`src/rtl/fu_alloc_ctrl_pkg.sv`:
```
// Shared encodings for the issue-stage functional-unit allocator.
// Both dispatch and issue import this so FU indices and kind masks agree.
// Holds the FU kind enum, FU index type and default unit masks.
package fu_alloc_ctrl_pkg;

  typedef enum logic {
    FU_ALU = 1'b0,
    FU_LSU = 1'b1
  } fu_kind_e;

  typedef logic [1:0] fu_idx_t;

  localparam int           NUM_FU_C   = 3;
  localparam int           NUM_REQ_C  = 2;
  localparam logic [2:0]   ALU_MASK_C = 3'b011;
  localparam logic [2:0]   LSU_MASK_C = 3'b100;
  localparam int           TIMEOUT_C  = 16;

  localparam int           CNT_W      = 8;
  localparam logic [7:0]   CNT_MAX    = 8'hFF;

endpackage

```
`src/rtl/fu_pick.sv`:
```
// Picks one FU for a single dispatch slot from the currently available set.
// Purely combinational, zero latency.
// No backpressure: pick_vld_o low simply means no eligible unit is free.
module fu_pick
  import fu_alloc_ctrl_pkg::*;
#(
  parameter int                NUM_FU   = NUM_FU_C,
  parameter logic [NUM_FU-1:0] ALU_MASK = ALU_MASK_C
) (
  input  logic [NUM_FU-1:0] avail_i,
  input  logic [NUM_FU-1:0] kind_mask_i,
  input  logic              rr_ptr_i,
  output logic              pick_vld_o,
  output fu_idx_t           pick_idx_o
);

  logic [NUM_FU-1:0] cand;
  logic              rr_mode;
  fu_idx_t           lo_idx;
  fu_idx_t           hi_idx;

  assign cand = avail_i & kind_mask_i;

  // Round-robin only matters when both ALUs are free; otherwise take what is left.
  assign rr_mode = (kind_mask_i == ALU_MASK) && ((cand & ALU_MASK) == ALU_MASK);

  // Lowest and highest eligible index; descending scan leaves the lowest in lo_idx.
  always_comb begin
    lo_idx = '0;
    hi_idx = '0;
    for (int i = NUM_FU - 1; i >= 0; i--) begin
      if (cand[i]) lo_idx = fu_idx_t'(i);
    end
    for (int i = 0; i < NUM_FU; i++) begin
      if (cand[i]) hi_idx = fu_idx_t'(i);
    end
  end

  assign pick_vld_o = |cand;
  assign pick_idx_o = (rr_mode && rr_ptr_i) ? hi_idx : lo_idx;

endmodule

```
`src/rtl/fu_alloc_ctrl.sv`:
```
// Allocates ALU/LSU functional units to in-order dispatch slots, tracks busy state and watchdogs.
// Grants are combinational from requests and releases; busy/counters update on the next edge.
// A slot that cannot be granted stalls itself and every younger slot behind it.
module fu_alloc_ctrl
  import fu_alloc_ctrl_pkg::*;
#(
  parameter int                NUM_FU   = NUM_FU_C,
  parameter int                NUM_REQ  = NUM_REQ_C,
  parameter logic [NUM_FU-1:0] ALU_MASK = ALU_MASK_C,
  parameter logic [NUM_FU-1:0] LSU_MASK = LSU_MASK_C,
  parameter int                TIMEOUT  = TIMEOUT_C
) (
  input  logic                           i_clk,
  input  logic                           i_rst_n,
  input  logic [NUM_REQ-1:0]             i_req_valid,
  input  logic [NUM_REQ-1:0]             i_req_kind,
  input  logic [NUM_FU-1:0]              i_release,
  output logic [NUM_REQ-1:0]             o_grant,
  output logic [NUM_REQ-1:0][1:0]        o_grant_fu,
  output logic                           o_stall,
  output logic [NUM_FU-1:0]              o_fu_free,
  output logic [NUM_FU-1:0]              o_timeout,
  output logic [NUM_FU-1:0][CNT_W-1:0]   o_busy_cnt
);

  localparam logic [CNT_W-1:0] TO_LIMIT = CNT_W'(TIMEOUT - 1);

  logic [NUM_FU-1:0]             busy_q, busy_d;
  logic [NUM_FU-1:0]             to_q, to_d;
  logic [NUM_FU-1:0][CNT_W-1:0]  cnt_q, cnt_d;
  logic                          rr_q, rr_d;

  logic [NUM_FU-1:0]             avail;
  logic [NUM_FU-1:0]             rel_eff;
  logic [NUM_FU-1:0]             granted_to;

  logic [NUM_REQ-1:0][NUM_FU-1:0] slot_avail;
  logic [NUM_REQ-1:0][NUM_FU-1:0] slot_mask;
  logic [NUM_REQ-1:0][NUM_FU-1:0] slot_taken;
  logic [NUM_REQ-1:0]             slot_order_ok;
  logic [NUM_REQ-1:0]             pick_vld;
  fu_idx_t [NUM_REQ-1:0]          pick_idx;

  // A completing unit is reusable in the same cycle; releases on idle units do nothing.
  assign avail   = ~busy_q | i_release;
  assign rel_eff = i_release & busy_q;

  // Slot chain: each younger slot sees what older slots left and only issues behind them.
  for (genvar k = 0; k < NUM_REQ; k++) begin : g_slot
    if (k == 0) begin : g_first
      assign slot_avail[k]    = avail;
      assign slot_order_ok[k] = 1'b1;
    end else begin : g_next
      assign slot_avail[k]    = slot_avail[k-1] & ~slot_taken[k-1];
      assign slot_order_ok[k] = slot_order_ok[k-1] & (o_grant[k-1] | ~i_req_valid[k-1]);
    end

    assign slot_mask[k] = (fu_kind_e'(i_req_kind[k]) == FU_LSU) ? LSU_MASK : ALU_MASK;

    fu_pick #(
      .NUM_FU   (NUM_FU),
      .ALU_MASK (ALU_MASK)
    ) u_pick (
      .avail_i     (slot_avail[k]),
      .kind_mask_i (slot_mask[k]),
      .rr_ptr_i    (rr_q),
      .pick_vld_o  (pick_vld[k]),
      .pick_idx_o  (pick_idx[k])
    );

    assign o_grant[k]    = i_req_valid[k] & slot_order_ok[k] & pick_vld[k];
    assign o_grant_fu[k] = o_grant[k] ? pick_idx[k] : 2'd0;
    assign slot_taken[k] = o_grant[k] ? (NUM_FU'(1) << pick_idx[k]) : '0;
  end

  assign o_stall = |(i_req_valid & ~o_grant);

  // Collect per-slot grants into a per-FU allocation vector.
  always_comb begin
    granted_to = '0;
    for (int k = 0; k < NUM_REQ; k++) begin
      granted_to = granted_to | slot_taken[k];
    end
  end

  // Busy tracking: allocation wins over a same-cycle release; one rr toggle per cycle.
  always_comb begin
    busy_d = (busy_q & ~i_release) | granted_to;
    rr_d   = rr_q ^ (|(granted_to & ALU_MASK));
  end

  // Watchdog: count busy cycles, reload on release or new grant, flag is sticky until release.
  always_comb begin
    cnt_d = cnt_q;
    to_d  = to_q;
    for (int i = 0; i < NUM_FU; i++) begin
      if (granted_to[i] || rel_eff[i]) begin
        cnt_d[i] = '0;
      end else if (busy_q[i] && (cnt_q[i] != CNT_MAX)) begin
        cnt_d[i] = cnt_q[i] + CNT_W'(1);
      end

      if (rel_eff[i]) begin
        to_d[i] = 1'b0;
      end else if (busy_q[i] && (cnt_q[i] == TO_LIMIT)) begin
        to_d[i] = 1'b1;
      end
    end
  end

  // State registers; reset discards all allocation state immediately.
  always_ff @(posedge i_clk or negedge i_rst_n) begin
    if (!i_rst_n) begin
      busy_q <= '0;
      to_q   <= '0;
      cnt_q  <= '0;
      rr_q   <= 1'b0;
    end else begin
      busy_q <= busy_d;
      to_q   <= to_d;
      cnt_q  <= cnt_d;
      rr_q   <= rr_d;
    end
  end

  assign o_fu_free  = ~busy_q;
  assign o_timeout  = to_q;
  assign o_busy_cnt = cnt_q;

endmodule

```
`config.mk`:
```
export PLATFORM = sky130hd
export DESIGN_NAME = fu_alloc_ctrl
export DESIGN_NICKNAME = d
export VERILOG_FILES = /design/src/rtl/fu_alloc_ctrl_pkg.sv /design/src/rtl/fu_pick.sv /design/src/rtl/fu_alloc_ctrl.sv
export SDC_FILE = /design/constraint.sdc
export NUM_CORES = 1
export LEC_CHECK = 0
export BUFFER_PORTS_ARGS = -buffer_cell sky130_fd_sc_hd__buf_2
export CAP_MARGIN = 0
export CORE_ASPECT_RATIO = 1.75
export CORE_MARGIN = 5
export CORE_UTILIZATION = 54
export CTS_CLUSTER_DIAMETER = 200
export DETAILED_ROUTE_END_ITERATION = 10
export PLACE_DENSITY = 0.8
export REMOVE_ABC_BUFFERS = 1
export SLEW_MARGIN = 15
export SYNTH_ARGS = -nofsm -noshare
export SYNTH_HDL_FRONTEND = slang
export SYNTH_SLANG_ARGS = --single-unit
```
`constraint.sdc`:
```
create_clock -name i_clk -period 1.9 [get_ports i_clk]
set_clock_uncertainty 0.1 [all_clocks]
set_input_delay 0.095 -clock i_clk [delete_from_list [all_inputs] [get_ports i_clk]]
set_output_delay 0.095 -clock i_clk [all_outputs]
set_load 0.005 [all_outputs]
```
Yosys cells after proc, flatten, opt, wreduce, memory -nomap -nowiden
Index checks and enable logic that the tools add are counted.
Word-level totals
  bits in registers: 31
  input bits: 9
  output and inout bits: 37
  word-level logic and storage cells: 95
Operators by class
  $add $sub $neg: 3
  equal/unequal tests: 10
  shift operators: 2
  mux-type cells: 30
  bitwise operators: 19
  reductions and logical operators: 23
Operators by type and width (number)
  $mux 8: 6
  $add 8x1->8 const B: 3
  $eq 8x4->1 const B: 3
  $mux 2: 12
  $ne 8x8->1 const B: 3
  $and 3x3->3: 5
  $mux 3: 4
  $reduce_bool 2->1: 6
  $logic_and 1x1->1: 10
  $not 3->3: 3
  $or 3x3->3: 3
  $mux 1: 8
  $eq 3x2->1 const B: 2
  $reduce_or 3->1: 2
  $shl 1x2->3 const A: 2
  $eq 2x2->1 const B: 2
  $reduce_or 2->1: 2
  $and 1x1->1: 3
  $logic_or 1x1->1: 3
  $and 2x2->2: 1
  $not 2->2: 1
  $not 1->1: 1
  $or 1x1->1: 1
  $xor 1x1->1: 1

Logic depth before layout (Yosys ltp)
  word-level depth: 21
  gate-level depth with buffers: 6

By module
A second synthesis with hierarchy kept.
Second synthesis, totals
  cells, all modules: 200
  area, all modules: 1823.0 µm²
Modules (own cells, without submodules)
  fu_alloc_ctrl: instances 1, cells each 186, area each 1735.4 µm²
  fu_pick: instances 2, cells each 7, area each 43.8 µm²

Worst setup path before layout
OpenSTA, ideal clock, no wires.
  path kind: reg2reg
  from: reg cnt_q, in the netlist o_busy_cnt[12]
  to: reg cnt_q, in the netlist o_busy_cnt[9]
  library setup time: 0.122 ns
  data arrival time: 1.390 ns
  required time: 1.678 ns
  setup slack: 0.289 ns
  cell stages (with the launch flop): 6
  path buffers: 1
  period minus slack after synthesis: 1.611 ns
  cell sequence: dfrtp_1 -> clkbuf_1 -> nand4_1 -> nor2_1 -> mux2_2 -> a32o_1
On the way
  word-level cells in the longest chain between the ends: 3
Ends and longest elaborated chain
  from (decl): line fu_alloc_ctrl.sv:30  | logic [NUM_FU-1:0][CNT_W-1:0] cnt_q, cnt_d;
  from (signal assigned): line fu_alloc_ctrl.sv:121  | cnt_q <= cnt_d;
  $ne 8x8->1: line fu_alloc_ctrl.sv:99  | end else if (busy_q[i] && (cnt_q[i] != CNT_MAX)) begin
  $logic_and 1x1->1: line fu_alloc_ctrl.sv:99
  $reduce_bool 2->1 (no line)
Every way passes these cells.
A chain may end at the register's enable or synchronous reset.

Worst setup path in the final report
  from: in i_release[0]
  to: out o_stall
On the way
  word-level cells in the longest chain between the ends: 16
  elaborated cells on any way between the ends: 21
  classes of those cells: eq/ne: 1; shift: 1; mux: 3; bitwise: 11; reduce/logical: 5
Ends and longest elaborated chain
  from (decl): line fu_alloc_ctrl.sv:17  | input logic [NUM_FU-1:0] i_release,
  $or 3x3->3 (*): line fu_alloc_ctrl.sv:45  | assign avail = ~busy_q | i_release;
  $and 3x3->3: line fu_pick.sv:22  | assign cand = avail_i & kind_mask_i;
  $eq 2x2->1: line fu_pick.sv:25  | assign rr_mode = (kind_mask_i == ALU_MASK) && ((cand & ALU_MASK) == ALU_MASK);
  $logic_and 1x1->1: line fu_pick.sv:25
  $logic_and 1x1->1: line fu_pick.sv:40  | assign pick_idx_o = (rr_mode && rr_ptr_i) ? hi_idx : lo_idx;
  $mux 2: line fu_pick.sv:40
  $shl 1x2->3: line fu_alloc_ctrl.sv:73  | assign slot_taken[k] = o_grant[k] ? (NUM_FU'(1) << pick_idx[k]) : '0;
  $mux 3: line fu_alloc_ctrl.sv:73
  $not 3->3: line fu_alloc_ctrl.sv:54  | assign slot_avail[k] = slot_avail[k-1] & ~slot_taken[k-1];
  $and 3x3->3: line fu_alloc_ctrl.sv:54
  $and 3x3->3: line fu_pick.sv:22
  $reduce_or 3->1: line fu_pick.sv:39  | assign pick_vld_o = |cand;
  $and 1x1->1: line fu_alloc_ctrl.sv:71  | assign o_grant[k] = i_req_valid[k] & slot_order_ok[k] & pick_vld[k];
  $not 2->2 (*): line fu_alloc_ctrl.sv:76  | assign o_stall = |(i_req_valid & ~o_grant);
  $and 2x2->2 (*): line fu_alloc_ctrl.sv:76
  $reduce_or 2->1 (*): line fu_alloc_ctrl.sv:76
  to (decl): line fu_alloc_ctrl.sv:20  | output logic o_stall,
Every way passes the cells marked *; elsewhere a longest branch is shown, timed or not.

==> run_results.csv <==
group,metric,value,unit
status,status,"completed",
logic_synthesis,synth_top_cells_by_area,"dfrtp_1 (40%), nand3_1 (3.8%), nor2_1 (3.6%), xor2_1 (2.7%), a21oi_1 (2.3%)",
logic_synthesis,yosysMostFrequentCell,"dfrtp_1",
timing,fin_tns_setup,0,ns
power_and_ir_drop,p_int,0.001475,W
clock_tree,cts_root_buffer,"clkbuf_8",
finish,drive_gt1_share,32.40,%
timing,finalSetupViolCount,0,
power_and_ir_drop,swShare,33.01,%
place,hpwl,3447,microns
logic_synthesis,yosys.area_share.simple,28.22,%
finish,area_growth,19.92,%
floorplanning,start_util,55.10,%
hold_path,worstHoldPathCells,3,
clock_tree,clock-sinks,31,
drt,totalWireLength,4689,microns
place,port_buffers,45,
logic_synthesis,synthMuxAreaShare,2.107,%
timing,fmax,545.7,MHz
grt,grt_remaining_overflow,0,
timing,fin_crit,1.833,ns
worst_setup_path,crit_chain,"dlygate4sd3_1 > buf_2 > nand2b_1 > o31ai_1 > a32o_1 > buf_2",
clock_tree,clockBufferDepth,2,
timing,hold_violations,0,
logic_synthesis,synth_compound_area_share,19.73,%
drt,drt_iter0_markers,32,
drt,vias,1741,
floorplanning,ios,46,
logic_synthesis,synth_area,1959,sq um
power_and_ir_drop,pwr-share-clk,30.4,%
hold_path,hp-start,"i_req_kind[1]",
clock_tree,cts_tree,"done",
drt,ant_nets,0,
logic_synthesis,ys_seq_area_share,39.59,%
worst_setup_path,cpPeakStageDelay,0.53,ns
logic_synthesis,synthAdderAreaFrac,1.916,%
hold_path,hold_class,"primary input to flip-flop",
place,place.gp.congestion,0.8476,
grt,grt_max_degree,32,
floorplanning,core.rowCount,29,
grt,grt_pass1_wl,8024,microns
power_and_ir_drop,seqPwrFrac,38.9,%
finish,seqCellArea,777.0,sq um
place,dp_cells,285,
logic_synthesis,synth_warnings,0,
logic_synthesis,synth_edf_count,0,
drt,route.detailed.drc,0,
worst_setup_path,critPathTopFamily,"buffers and inverters",
floorplanning,core-area,3556,sq um
logic_synthesis,synthTopCellsByCount,"dfrtp_1 (31), nor2_1 (19), nand3_1 (15)",
clock_tree,clock_latency,0.29,ns
grt,grt_usage,20.69,%
finish,nets,261,
clock_tree,postCtsSetupBuffers,0,
logic_synthesis,synth_top_family_by_area,"simple AND/OR/NAND/NOR gates",
finish,fillCellCount,322,
grt,grt_pass1_vias,1717,
flow_run,timing.max_cap.violations,0,
worst_setup_path,reg2reg_slack,0.23,ns
timing,finalMaxSlewViolations,0,
worst_setup_path,start_kind,"primary input",
power_and_ir_drop,switchingPower,0.0007269,W
power_and_ir_drop,ir_drop,0.7480,mV
worst_setup_path,rr_worst_depth,5,
drt,routed_via_density,5.882,
hold_path,holdPathEnd,"busy_q[2]",
worst_setup_path,cpMostUsedCell,"buf_2",
worst_setup_path,r2r_end,"o_busy_cnt[9]",
power_and_ir_drop,p_leak,1.119,nW
floorplanning,die-width,55.54,microns
logic_synthesis,synth_cell_types,51,
worst_setup_path,path_class,"primary input to output port",
logic_synthesis,synth_cells,200,
logic_synthesis,ys_async_sr_fraction,100.0,%
power_and_ir_drop,combPwrFrac,30.7,%
timing,holdWs,0.1410,ns
finish,instances_no_fill,296,
floorplanning,die_area,4981,sq um
finish,multiInputGateArea,1097,sq um
floorplanning,dieHeight,89.69,microns
timing,post-route-period-util,96.45,%
logic_synthesis,synth_xor_area_share,4.023,%
finish,diodes,0,
timing,rsz0062_at_grt,"false",
worst_setup_path,cp.required,1.70,ns
worst_setup_path,path_buf_inv,3,
timing,worst_pin_slew,0.6761,ns
clock_tree,cts_made_buffers,5,
worst_setup_path,critPathCaptureType,"output port",
worst_setup_path,critPathSlowestCell,"dlygate4sd3_1",
logic_synthesis,synth.largest_area_cell,"dfrtp_1",
clock_tree,htreeDepth,2,
clock_tree,path_clk_slew,0.07,ns
logic_synthesis,synth-seq-cells,31,
worst_setup_path,crit_fanout,3,
logic_synthesis,synth_top_area_share,39.59,%
logic_synthesis,synthFlopType,"dfrtp_1",
timing,relSlewSlack,54.92,%
drt,firstDrtPassIters,4,
grt,antenna_found_initial,0,
logic_synthesis,syn_area_per_cell,9.797,sq um
worst_setup_path,cp_data_arrival_time,1.64,ns
power_and_ir_drop,pwr_density_cell,937.1,nW/um^2
drt,wire_per_inst,15.84,microns
worst_setup_path,reg2reg_from,"o_busy_cnt[8]",
==> sequential cells by signal, indices dropped and copies added (netlist names) <==
name        flops
rr_q            1
o_busy_cnt     24
busy_q          3
o_timeout       3
==> worst register-to-register path, cell delays in order (launching register included) <==
cell and delay [ns]:
dfrtp_1 0.40, ha_1 0.22, nand3_1 0.17, nor2_1 0.15, mux2_2 0.34, a32o_1 0.19
==> power groups by stage <==
stage | Sequential, W | Combinational [W] | Clock, W
2_1_floorplan | 0.000876 | 0.000410 | 0
4_1_cts | 0.000857 | 0.000685 | 0.000683
3_3_place_gp | 0.000861 | 0.000660 | 0
3_5_place_dp | 0.000869 | 0.000671 | 0
5_1_grt | 0.000879 | 0.000760 | 0.000723
6_report | 0.000856 | 0.000677 | 0.000669
==> through the flow <==
step	total power (W)	util (%)	area, sq um	setup WS (ns)
floorplan	0.001286	-	1896	0.2998
global placement	0.001521	61.89	2201	0.2676
detailed placement	0.001539	61.89	2201	0.2329
CTS	0.002225	66.05	2349	0.05437
global route	0.002363	66.08	2350	0.003495
finish	0.002202	66.08	2350	0.06745
==> layout make-up <==
cell class	instances	area share, %
Sequential cell	31	33.07
Multi-Input combinational cell	154	46.70
Clock inverter	2	1.491
Tap cell	46	2.449
Timing Repair Buffer	51	11.82
Clock buffer	6	3.514
Inverter	6	0.9585
==> cell usage in the layout, fill, tap and decap left out, drive strengths merged, types with 4 or more instances in the layout <==
cell type  count
a21oi          9
a31oi          8
and3           4
and4           6
buf           48
clkbuf         6
dfrtp         31
inv            6
nand2          9
nand2b         4
nand3         15
nand4          5
nor2          20
nor3          11
nor3b          4
nor4           5
o211ai         5
o21ai          9
xor2           6
==> cell families after synthesis <==
family	after synthesis
compound gates	47
xor+xnor	9
simple gates	91
buf+inv	15
fa+ha+maj	3
mux	4
flops	31
==> worst max path at each step <==
stage                     slack [ns]     startpoint            end  depth (start not counted)
after detailed placement        0.23  o_busy_cnt[9]  o_busy_cnt[9]                          5
final                           0.07   i_release[0]        o_stall                          6
after global routing           0.003   i_release[0]        o_stall                          6
after global placement          0.27  o_busy_cnt[9]  o_busy_cnt[9]                          5
after floorplan                 0.30  o_busy_cnt[8]  o_busy_cnt[9]                          5
after CTS                       0.05   i_release[0]        o_stall                          7
==> what timing repair did <==
item / in CTS / in global routing
hold endpoints to repair: 33 / 0
setup endpoints to repair: 0 / 1
hold buffers: 3 / 0
resized for setup: 0 / 2
==> routing by layer <==
metal	GRT usage (%)	part of all wire, %	wire (microns)	vias to the layer above
met5	0	0	0	-
met4	11.73	2.9	134	0
met3	5.579	4.6	218	13
met2	38.69	55	2576	49
met1	20.63	38	1760	833
li1	-	-	-	846
Power figures use the tool's default switching activity.
